--- src/rtl/mont_pkg.sv ---
// Shared types and constants for the Montgomery adder sequencer.
package mont_pkg;

  // Controller states
  typedef enum logic [2:0] {
    ST_IDLE,
    ST_CLEAR,
    ST_LOOP,
    ST_SUM,
    ST_SUB,
    ST_DONE
  } state_t;

  // mpadder chunk-select codes; bit 3 set holds every chunk register
  localparam logic [3:0] PH_C0   = 4'd0;
  localparam logic [3:0] PH_C1   = 4'd1;
  localparam logic [3:0] PH_C2   = 4'd2;
  localparam logic [3:0] PH_C3   = 4'd3;
  localparam logic [3:0] PH_C4   = 4'd4;
  localparam logic [3:0] PH_C5   = 4'd5;
  localparam logic [3:0] PH_IDLE = 4'd8;

  // Default operation sizing
  localparam int A_WIDTH                = 512;
  localparam int N_ITER_DEFAULT         = 256;
  localparam int MAX_SUB_PASSES_DEFAULT = 4;

endpackage

--- src/rtl/mont_digit_shreg.sv ---
// Operand A holding register: loads a full operand, then shifts right by one
// 2-bit digit per iteration so the current digit is always in the low slot.
module mont_digit_shreg #(
  parameter int WIDTH = 512
) (
  input  logic             clk,
  input  logic             resetn,
  input  logic             load,
  input  logic             shift,
  input  logic [WIDTH-1:0] d_in,
  output logic [1:0]       digit
);

  localparam int N_DIG = WIDTH / 2;

  logic [WIDTH-1:0] a_shreg;

  genvar gi;
  generate
    for (gi = 0; gi < N_DIG; gi++) begin : g_slot
      // Each 2-bit slot loads its own operand digit or takes the slot above it
      if (gi == N_DIG - 1) begin : g_top
        // Top slot fills with zeros as the operand drains out
        always_ff @(posedge clk) begin
          if (!resetn)
            a_shreg[2*gi +: 2] <= 2'b00;
          else if (load)
            a_shreg[2*gi +: 2] <= d_in[2*gi +: 2];
          else if (shift)
            a_shreg[2*gi +: 2] <= 2'b00;
        end
      end else begin : g_mid
        // Inner slots take the next-higher digit on each shift
        always_ff @(posedge clk) begin
          if (!resetn)
            a_shreg[2*gi +: 2] <= 2'b00;
          else if (load)
            a_shreg[2*gi +: 2] <= d_in[2*gi +: 2];
          else if (shift)
            a_shreg[2*gi +: 2] <= a_shreg[2*gi+2 +: 2];
        end
      end
    end
  endgenerate

  assign digit = a_shreg[1:0];

endmodule

--- src/rtl/mont_adder_seq.sv ---
// Sequencer for the carry-save Montgomery adder: clear, N_ITER double-shift
// iterations, one carry-propagate pass, then conditional-subtract passes until
// the adder reports underflow (or the pass budget runs out).
module mont_adder_seq
  import mont_pkg::*;
#(
  parameter int N_ITER         = N_ITER_DEFAULT,
  parameter int MAX_SUB_PASSES = MAX_SUB_PASSES_DEFAULT
) (
  input  logic         clk,
  input  logic         resetn,
  input  logic         start,
  input  logic         abort,
  input  logic [511:0] a_in,
  input  logic         subtract_finished,
  output logic         adder_resetn,
  output logic         c_doubleshift,
  output logic         subtract,
  output logic [3:0]   phase,
  output logic [1:0]   a_digit,
  output logic         busy,
  output logic         done,
  output logic         err
);

  localparam int IW = (N_ITER > 1) ? $clog2(N_ITER) : 1;
  localparam int PW = (MAX_SUB_PASSES > 0) ? $clog2(MAX_SUB_PASSES + 1) : 1;
  localparam logic [IW-1:0] ITER_LAST = IW'(N_ITER - 1);
  localparam logic [PW-1:0] PASS_MAX  = PW'(MAX_SUB_PASSES);

  state_t        state_reg;
  logic [IW-1:0] iter_cnt_reg;
  logic [PW-1:0] pass_cnt_reg;
  logic [PW-1:0] pass_cnt_next;
  logic          load_a;
  logic          shift_a;

  assign pass_cnt_next = pass_cnt_reg + 1'b1;

  // Operand is captured only on an accepted start and advanced once per iteration
  assign load_a  = (state_reg == ST_IDLE) && start && !abort;
  assign shift_a = (state_reg == ST_LOOP) && !abort;

  mont_digit_shreg #(
    .WIDTH (A_WIDTH)
  ) u_digit_shreg (
    .clk    (clk),
    .resetn (resetn),
    .load   (load_a),
    .shift  (shift_a),
    .d_in   (a_in),
    .digit  (a_digit)
  );

  // Main sequencer: state, counters and all registered adder controls
  always_ff @(posedge clk) begin
    if (!resetn) begin
      state_reg     <= ST_IDLE;
      iter_cnt_reg  <= '0;
      pass_cnt_reg  <= '0;
      adder_resetn  <= 1'b0;
      c_doubleshift <= 1'b0;
      subtract      <= 1'b0;
      phase         <= PH_IDLE;
      busy          <= 1'b0;
      done          <= 1'b0;
      err           <= 1'b0;
    end else if (abort) begin
      // Drop the operation immediately; err keeps whatever it held
      state_reg     <= ST_IDLE;
      adder_resetn  <= 1'b1;
      c_doubleshift <= 1'b0;
      subtract      <= 1'b0;
      phase         <= PH_IDLE;
      busy          <= 1'b0;
      done          <= 1'b0;
    end else begin
      case (state_reg)
        ST_IDLE: begin
          done         <= 1'b0;
          adder_resetn <= 1'b1;
          if (start) begin
            state_reg    <= ST_CLEAR;
            adder_resetn <= 1'b0;
            busy         <= 1'b1;
            err          <= 1'b0;
            pass_cnt_reg <= '0;
            iter_cnt_reg <= '0;
          end
        end

        ST_CLEAR: begin
          adder_resetn  <= 1'b1;
          c_doubleshift <= 1'b1;
          iter_cnt_reg  <= '0;
          state_reg     <= ST_LOOP;
        end

        ST_LOOP: begin
          if (iter_cnt_reg == ITER_LAST) begin
            c_doubleshift <= 1'b0;
            subtract      <= 1'b0;
            phase         <= PH_C0;
            state_reg     <= ST_SUM;
          end else begin
            iter_cnt_reg <= iter_cnt_reg + 1'b1;
          end
        end

        ST_SUM: begin
          if (phase == PH_C5) begin
            phase     <= PH_C0;
            subtract  <= 1'b1;
            state_reg <= ST_SUB;
          end else begin
            phase <= phase + 4'd1;
          end
        end

        ST_SUB: begin
          if (phase == PH_C5) begin
            if (subtract_finished) begin
              // Underflow: c_regb already holds the last non-negative result
              subtract  <= 1'b0;
              phase     <= PH_IDLE;
              done      <= 1'b1;
              state_reg <= ST_DONE;
            end else begin
              pass_cnt_reg <= pass_cnt_next;
              if (pass_cnt_next == PASS_MAX) begin
                subtract  <= 1'b0;
                phase     <= PH_IDLE;
                done      <= 1'b1;
                err       <= 1'b1;
                state_reg <= ST_DONE;
              end else begin
                // Back-to-back pass, no idle gap
                phase <= PH_C0;
              end
            end
          end else begin
            phase <= phase + 4'd1;
          end
        end

        ST_DONE: begin
          done      <= 1'b0;
          busy      <= 1'b0;
          state_reg <= ST_IDLE;
        end

        default: begin
          state_reg     <= ST_IDLE;
          adder_resetn  <= 1'b1;
          c_doubleshift <= 1'b0;
          subtract      <= 1'b0;
          phase         <= PH_IDLE;
          busy          <= 1'b0;
          done          <= 1'b0;
        end
      endcase
    end
  end

endmodule

--- config.mk ---
export PLATFORM = sky130hd
export DESIGN_NAME = mont_adder_seq
export DESIGN_NICKNAME = d
export VERILOG_FILES = /design/src/rtl/mont_pkg.sv /design/src/rtl/mont_digit_shreg.sv /design/src/rtl/mont_adder_seq.sv
export SDC_FILE = /design/constraint.sdc
export NUM_CORES = 1
export LEC_CHECK = 0
export CAP_MARGIN = 25
export CORE_AREA = 5 5 289 348
export DETAILED_ROUTE_END_ITERATION = 8
export DIE_AREA = 0 0 294 353
export GPL_TIMING_DRIVEN = 0
export PLACE_DENSITY = 0.52
export SKIP_CTS_REPAIR_TIMING = 1
export SYNTH_ARGS = -nofsm -noshare
export SYNTH_HDL_FRONTEND = slang
export SYNTH_HIERARCHICAL = 1
export SYNTH_SLANG_ARGS = --single-unit
--- constraint.sdc ---
create_clock -name clk -period 2.1 [get_ports clk]
set_input_delay 0.42 -clock clk [delete_from_list [all_inputs] [get_ports clk]]
set_output_delay 0.42 -clock clk [all_outputs]
set_load 0.005 [all_outputs]
After elaboration in Yosys (flattened, before gate mapping)
Cells that the tools add are included.
W data, S select, Z words.
Cells by class
  magnitude comparators: 0
  reductions and logical operators: 23
  bitwise gates (word level): 6
  div/mod/pow operators: 0
  shift-type cells: 0
  mux-type cells: 552
  eq/ne operators: 17
  $add $sub $neg: 3
  multipliers: 0
Operator list (number)
  $mux W2: 512
  $mux W3: 9
  $pmux W8 S3: 1
  $mux W4: 5
  $mux W8: 2
  $pmux W4 S4: 1
  $pmux W3 S5: 1
  $reduce_and A5 Y1: 3
  $mux W1: 14
  $ne A2 B2 Y1 const B: 6
  $reduce_or A4 Y1: 3
  $eq A3 B3 Y1 const B: 3
  $add A8 B1 Y8 const B: 1
  $eq A8 B8 Y1 const B: 1
  $pmux W1 S2: 4
  $eq A3 B2 Y1 const B: 2
  $not A1 Y1: 6
  $pmux W3 S2: 1
  $reduce_and A2 Y1: 3
  $reduce_and A6 Y1: 1
  $reduce_or A3 Y1: 2
  $add A4 B1 Y4 const B: 1
  $eq A4 B3 Y1 const B: 1
  $ne A2 B1 Y1 const B: 2
  13 further kinds: 16
Word-level totals
  memories: 0
  bits in read-only memories: 0
  flip-flop bits (word level): 536
  word-level logic and storage cells: 867
  bits of input ports: 517
  output and inout port bits: 12
  bits in latches: 0
  RAM bits: 0

Depth between registers and ports, before layout
  depth in word-level cells: 6
  gate-level depth with buffers: 10
  gate-level depth less buffers: 6

Modules after synthesis
The synthesis kept the hierarchy.
By module, submodules not included
  mont_digit_shreg: seq. area each 10249.8 µm², cells each 2278, instances 1, area each 27378.8 µm²
  mont_adder_seq: seq. area each 480.5 µm², cells each 163, instances 1, area each 1373.8 µm²

Worst setup path after synthesis
Ideal clock, no wire load.
  kind: register to register
  start point: register state_reg[0]
  end point: register u_digit_shreg.a_shreg[124]
  library setup time: 116 ps
  cell stages (with the launch flop): 10
  arrival: 2005 ps
  data required time: 1984 ps
  buffers on the path: 5
  period minus slack after synthesis: 2121 ps
  setup slack: -21 ps
  cell sequence: dfxtp_1 clkbuf_1 or3b_1 buf_2 nor2_1 buf_6 buf_6 buf_6 mux2_1 o211a_1
On the way
  elaborated cells between the ends (all ways): 7
  classes of those cells: eq/ne: 1; mux: 1; reduce/logical: 5
RTL lines
  start: declaration: line mont_adder_seq.sv:31  | state_t state_reg;
  start signal: assignment: line mont_adder_seq.sv:58  | state_reg <= ST_IDLE;
  start signal: assignment: line mont_adder_seq.sv:70  | state_reg <= ST_IDLE;
  start signal: assignment: line mont_adder_seq.sv:83  | state_reg <= ST_CLEAR;
  $eq A3 B2 Y1: line mont_adder_seq.sv:42  | assign shift_a = (state_reg == ST_LOOP) && !abort;
  $logic_and A1 B1 Y1: line mont_adder_seq.sv:42
  via shift_a: line mont_adder_seq.sv:36  | logic shift_a;
  $reduce_bool A2 Y1 (no line)
  end signal: indexed assignment: line mont_digit_shreg.sv:38  | a_shreg[2*gi +: 2] <= d_in[2*gi +: 2];
  end signal: indexed assignment: line mont_digit_shreg.sv:40  | a_shreg[2*gi +: 2] <= a_shreg[2*gi+2 +: 2];
  end: declaration: line mont_digit_shreg.sv:16  | logic [WIDTH-1:0] a_shreg;
The timed path passes the listed nets, and every way through them passes these cells.
A chain may end at the register's enable or synchronous reset.

Worst setup path in the final report
  start point: register state_reg[1]
  end point: register u_digit_shreg.a_shreg[109]
Same word-level chain as after synthesis.

==> flow_metrics.py <==
metrics = {
    "outcome": {
        "status": "complete, but fails checks",
        "failed_checks": "setup timing",
    },
    "sta": {
        "fin_crit_sh_pct": 111.2,
        "setup_ws_ns": -0.2359,
        "setup_viol": 512,
        "slew_violations": 0,
        "rsz0062_at_grt": "yes",
        "fin_crit_ns": 2.336,
        "tightestPinTransition_ns": 0.5968,
        "finClkSkew_ns": 0.03178,
        "slew_headroom_pct": 60.21,
        "max_freq_mhz": 428.1,
        "finalHoldViolations": 0,
    },
    "yosys": {
        "yosysWarnings": 6,
        "synth-async-reset-ratio_pct": 0,
        "synth_area_leader_cell": "dfxtp_1",
        "synthCells": 2441,
        "ys_ff_latch": 536,
        "synth_cell_type_count": 56,
        "synthFlopType": "dfxtp_1",
        "yosys.cell_count.top_type": "dfxtp_1",
        "synth_nets": 2963,
        "synth.area.top_cells": "dfxtp_1 (37%), mux2_4 (24%), o211a_1 (18%)",
        "synth_top_area_share_pct": 37.32,
        "ys_seq_area_share_pct": 37.32,
        "syn_area_um2": 28750,
        "synth_edf_count": 0,
        "synthTopCellsByCount": "dfxtp_1 (536), o211a_1 (510), nand2b_1 (499)",
        "postSynthAreaPerCell_um2": 11.78,
    },
    "routing": {
        "final_antenna_net_count": 0,
        "post_drt_wl_per_cell_um": 20.00,
        "routed_wl_mm": 88.07,
        "drc": 0,
        "vias_per_cell": 4.780,
        "via_count": 21050,
        "drt_iter0_drc": 869,
        "drtPass1Iterations": 6,
        "highest_layer": "met5",
        "met3WireLength_mm": 5.783,
        "wl_met2_mm": 44.16,
        "met1Wirelength_mm": 35.98,
    },
    "clocking": {
        "cts_sinks": 536,
        "cts_tree": "built",
        "numCtsBuffers": 61,
        "cts-root-buf": "clkbuf_16",
        "clk_path_buf_depth": 3,
        "path_clk_slew_ns": 0.06,
        "cts_max_level": 2,
        "clk_latency_ns": 0.64,
    },
    "placed_design": {
        "dp_hpwl_mm": 65.82,
        "place_inst": 4238,
        "place_ws_ns": -1.018,
        "place_congestion": 0.8298,
        "portBuffers": 527,
    },
    "hold_path": {
        "hold_path_class": "in -> reg",
        "holdPathStages": 3,
    },
    "critical_path": {
        "cp_max_fo": 10,
        "critical_path_class": "reg -> reg",
        "cp_data_arrival_time_ns": 2.84,
        "r2r_slack_ns": -0.24,
        "start_kind": "flip-flop",
        "ff2ff_path_depth": 8,
        "crit_required_ns": 2.61,
        "end_kind": "flip-flop",
    },
    "grt": {
        "grt_pass1_wl_mm": 130.7,
        "grt_max_degree": 16,
        "antenna_found_initial": 56,
        "grt_overflow_total": 0,
        "grtUsageTotal_pct": 15.68,
        "grt_pass1_vias": 22850,
    },
    "layout": {
        "ff_latch_area_um2": 10740,
        "multi_input_area_um2": 16700,
        "largest_register_ffs": 510,
        "nFillCells": 9145,
        "final_cells": 4403,
        "drive_gt1_share_pct": 26.33,
        "area_growth_pct": 35.54,
        "final_nets": 3583,
    },
    "power": {
        "power.density_nw_per_um2": 674.4,
        "peakVddDrop_uv": 711.3,
        "p_leak_nw": 19.76,
    },
    "floorplanning": {
        "fp-row-count": 125,
        "die_area_um2": 103800,
        "core_area_um2": 96500,
        "die_x_um": 294,
        "io_pins": 529,
        "start_util_pct": 29.80,
        "fp.dieH_um": 353,
    },
    "run": {
        "max_cap_violations": 0,
    },
}
-- metal layers --
| metal | GRT usage [%] | up-vias |
|---|---|---|
| met2 | 27.94 | 438 |
| met5 | 0 | - |
| met3 | 5.022 | 136 |
| li1 | - | 10210 |
| met1 | 17.85 | 10230 |
| met4 | 4.674 | 34 |
-- area by class of cell --
cell class / count / share of cell area [%]
Buffer: 237 / 4.928
Clock buffer: 89 / 4.604
Timing Repair Buffer: 558 / 15.13
Sequential cell: 536 / 27.55
Multi-Input combinational cell: 1660 / 42.86
Tap cell: 1270 / 4.077
Antenna cell: 26 / 0.1669
Inverter: 7 / 0.06742
Clock inverter: 20 / 0.6132
-- kinds of logic (layout without fill, tap and decap cells) --
group           count (synthesis)  after routing  synth area share, %
compound gates                565            565                19.09
xor+xnor                        2              2              0.06093
fa+ha+maj                       5              5               0.2176
buf+inv                       245            911                4.782
flops                         536            536                37.32
mux                           512            512                26.01
other cells                     0             26                    0
simple gates                  576            576                12.52
-- through the flow --
step	utilization (%)	power, mW	TNS, ns	hold WS, ns	instance area [um^2]
6_report	40.39	26.28	-90.31	0.3652	38970
5_1_grt	40.36	27.52	-123.26	0.3396	38940
4_1_cts	39.04	26.60	-442.51	0.3078	37670
3_5_place_dp	36.93	15.54	-449.72	0.4648	35640
3_3_place_gp	36.93	15.44	-432.47	0.4760	35640
2_1_floorplan	-	13.88	-2.715	0.4603	28780
-- where the power goes --
part	switching [mW]	internal [mW]	total, mW
logic	1.42	2.70	4.12
registers	0.407	10.9	11.3
clock network	4.37	6.48	10.8
-- placed cells by master (no fill, tap or decap), drive strengths merged, types with 3 or more instances in the layout --
master | synthesis | final
o21ai | 11 | 11
bufinv | 0 | 5
or3 | 6 | 6
ha | 5 | 5
nand4 | 3 | 3
a21boi | 6 | 6
or2b | 16 | 16
inv | 7 | 8
dfxtp | 536 | 536
clkinv | 0 | 10
nor3b | 3 | 3
or3b | 4 | 4
nand3 | 5 | 5
nor2 | 11 | 11
clkdlybuf4s50 | 0 | 527
a31oi | 3 | 3
clkinvlp | 0 | 4
nand2 | 8 | 8
o211a | 511 | 511
diode | 0 | 26
mux2 | 510 | 510
o31ai | 4 | 4
or4 | 3 | 3
nand2b | 499 | 499
buf | 89 | 105
a21oi | 12 | 12
nor3 | 4 | 4
o41ai | 3 | 3
and3 | 4 | 4
clkbuf | 149 | 252
-- worst paths after layout --
| kind | startpoint | endpoint |
|---|---|---|
| worst max-delay path | state_reg[1] | u_digit_shreg/a_shreg[109] |
| worst min-delay path | a_in[511] | u_digit_shreg/a_shreg[511] |
| worst max register to register | state_reg[1] | u_digit_shreg/a_shreg[109] |
| worst min register to register | subtract | subtract |
-- critical path, cell delays in order, from the launching register on --
cell	delay, ns
dfxtp_4	0.37
or3b_4	0.38
buf_6	0.14
nor2_4	0.15
clkbuf_16	0.25
buf_12	0.18
buf_6	0.19
mux2_4	0.31
o211a_1	0.21
Note: power is estimated with default switching activity, not from simulation.
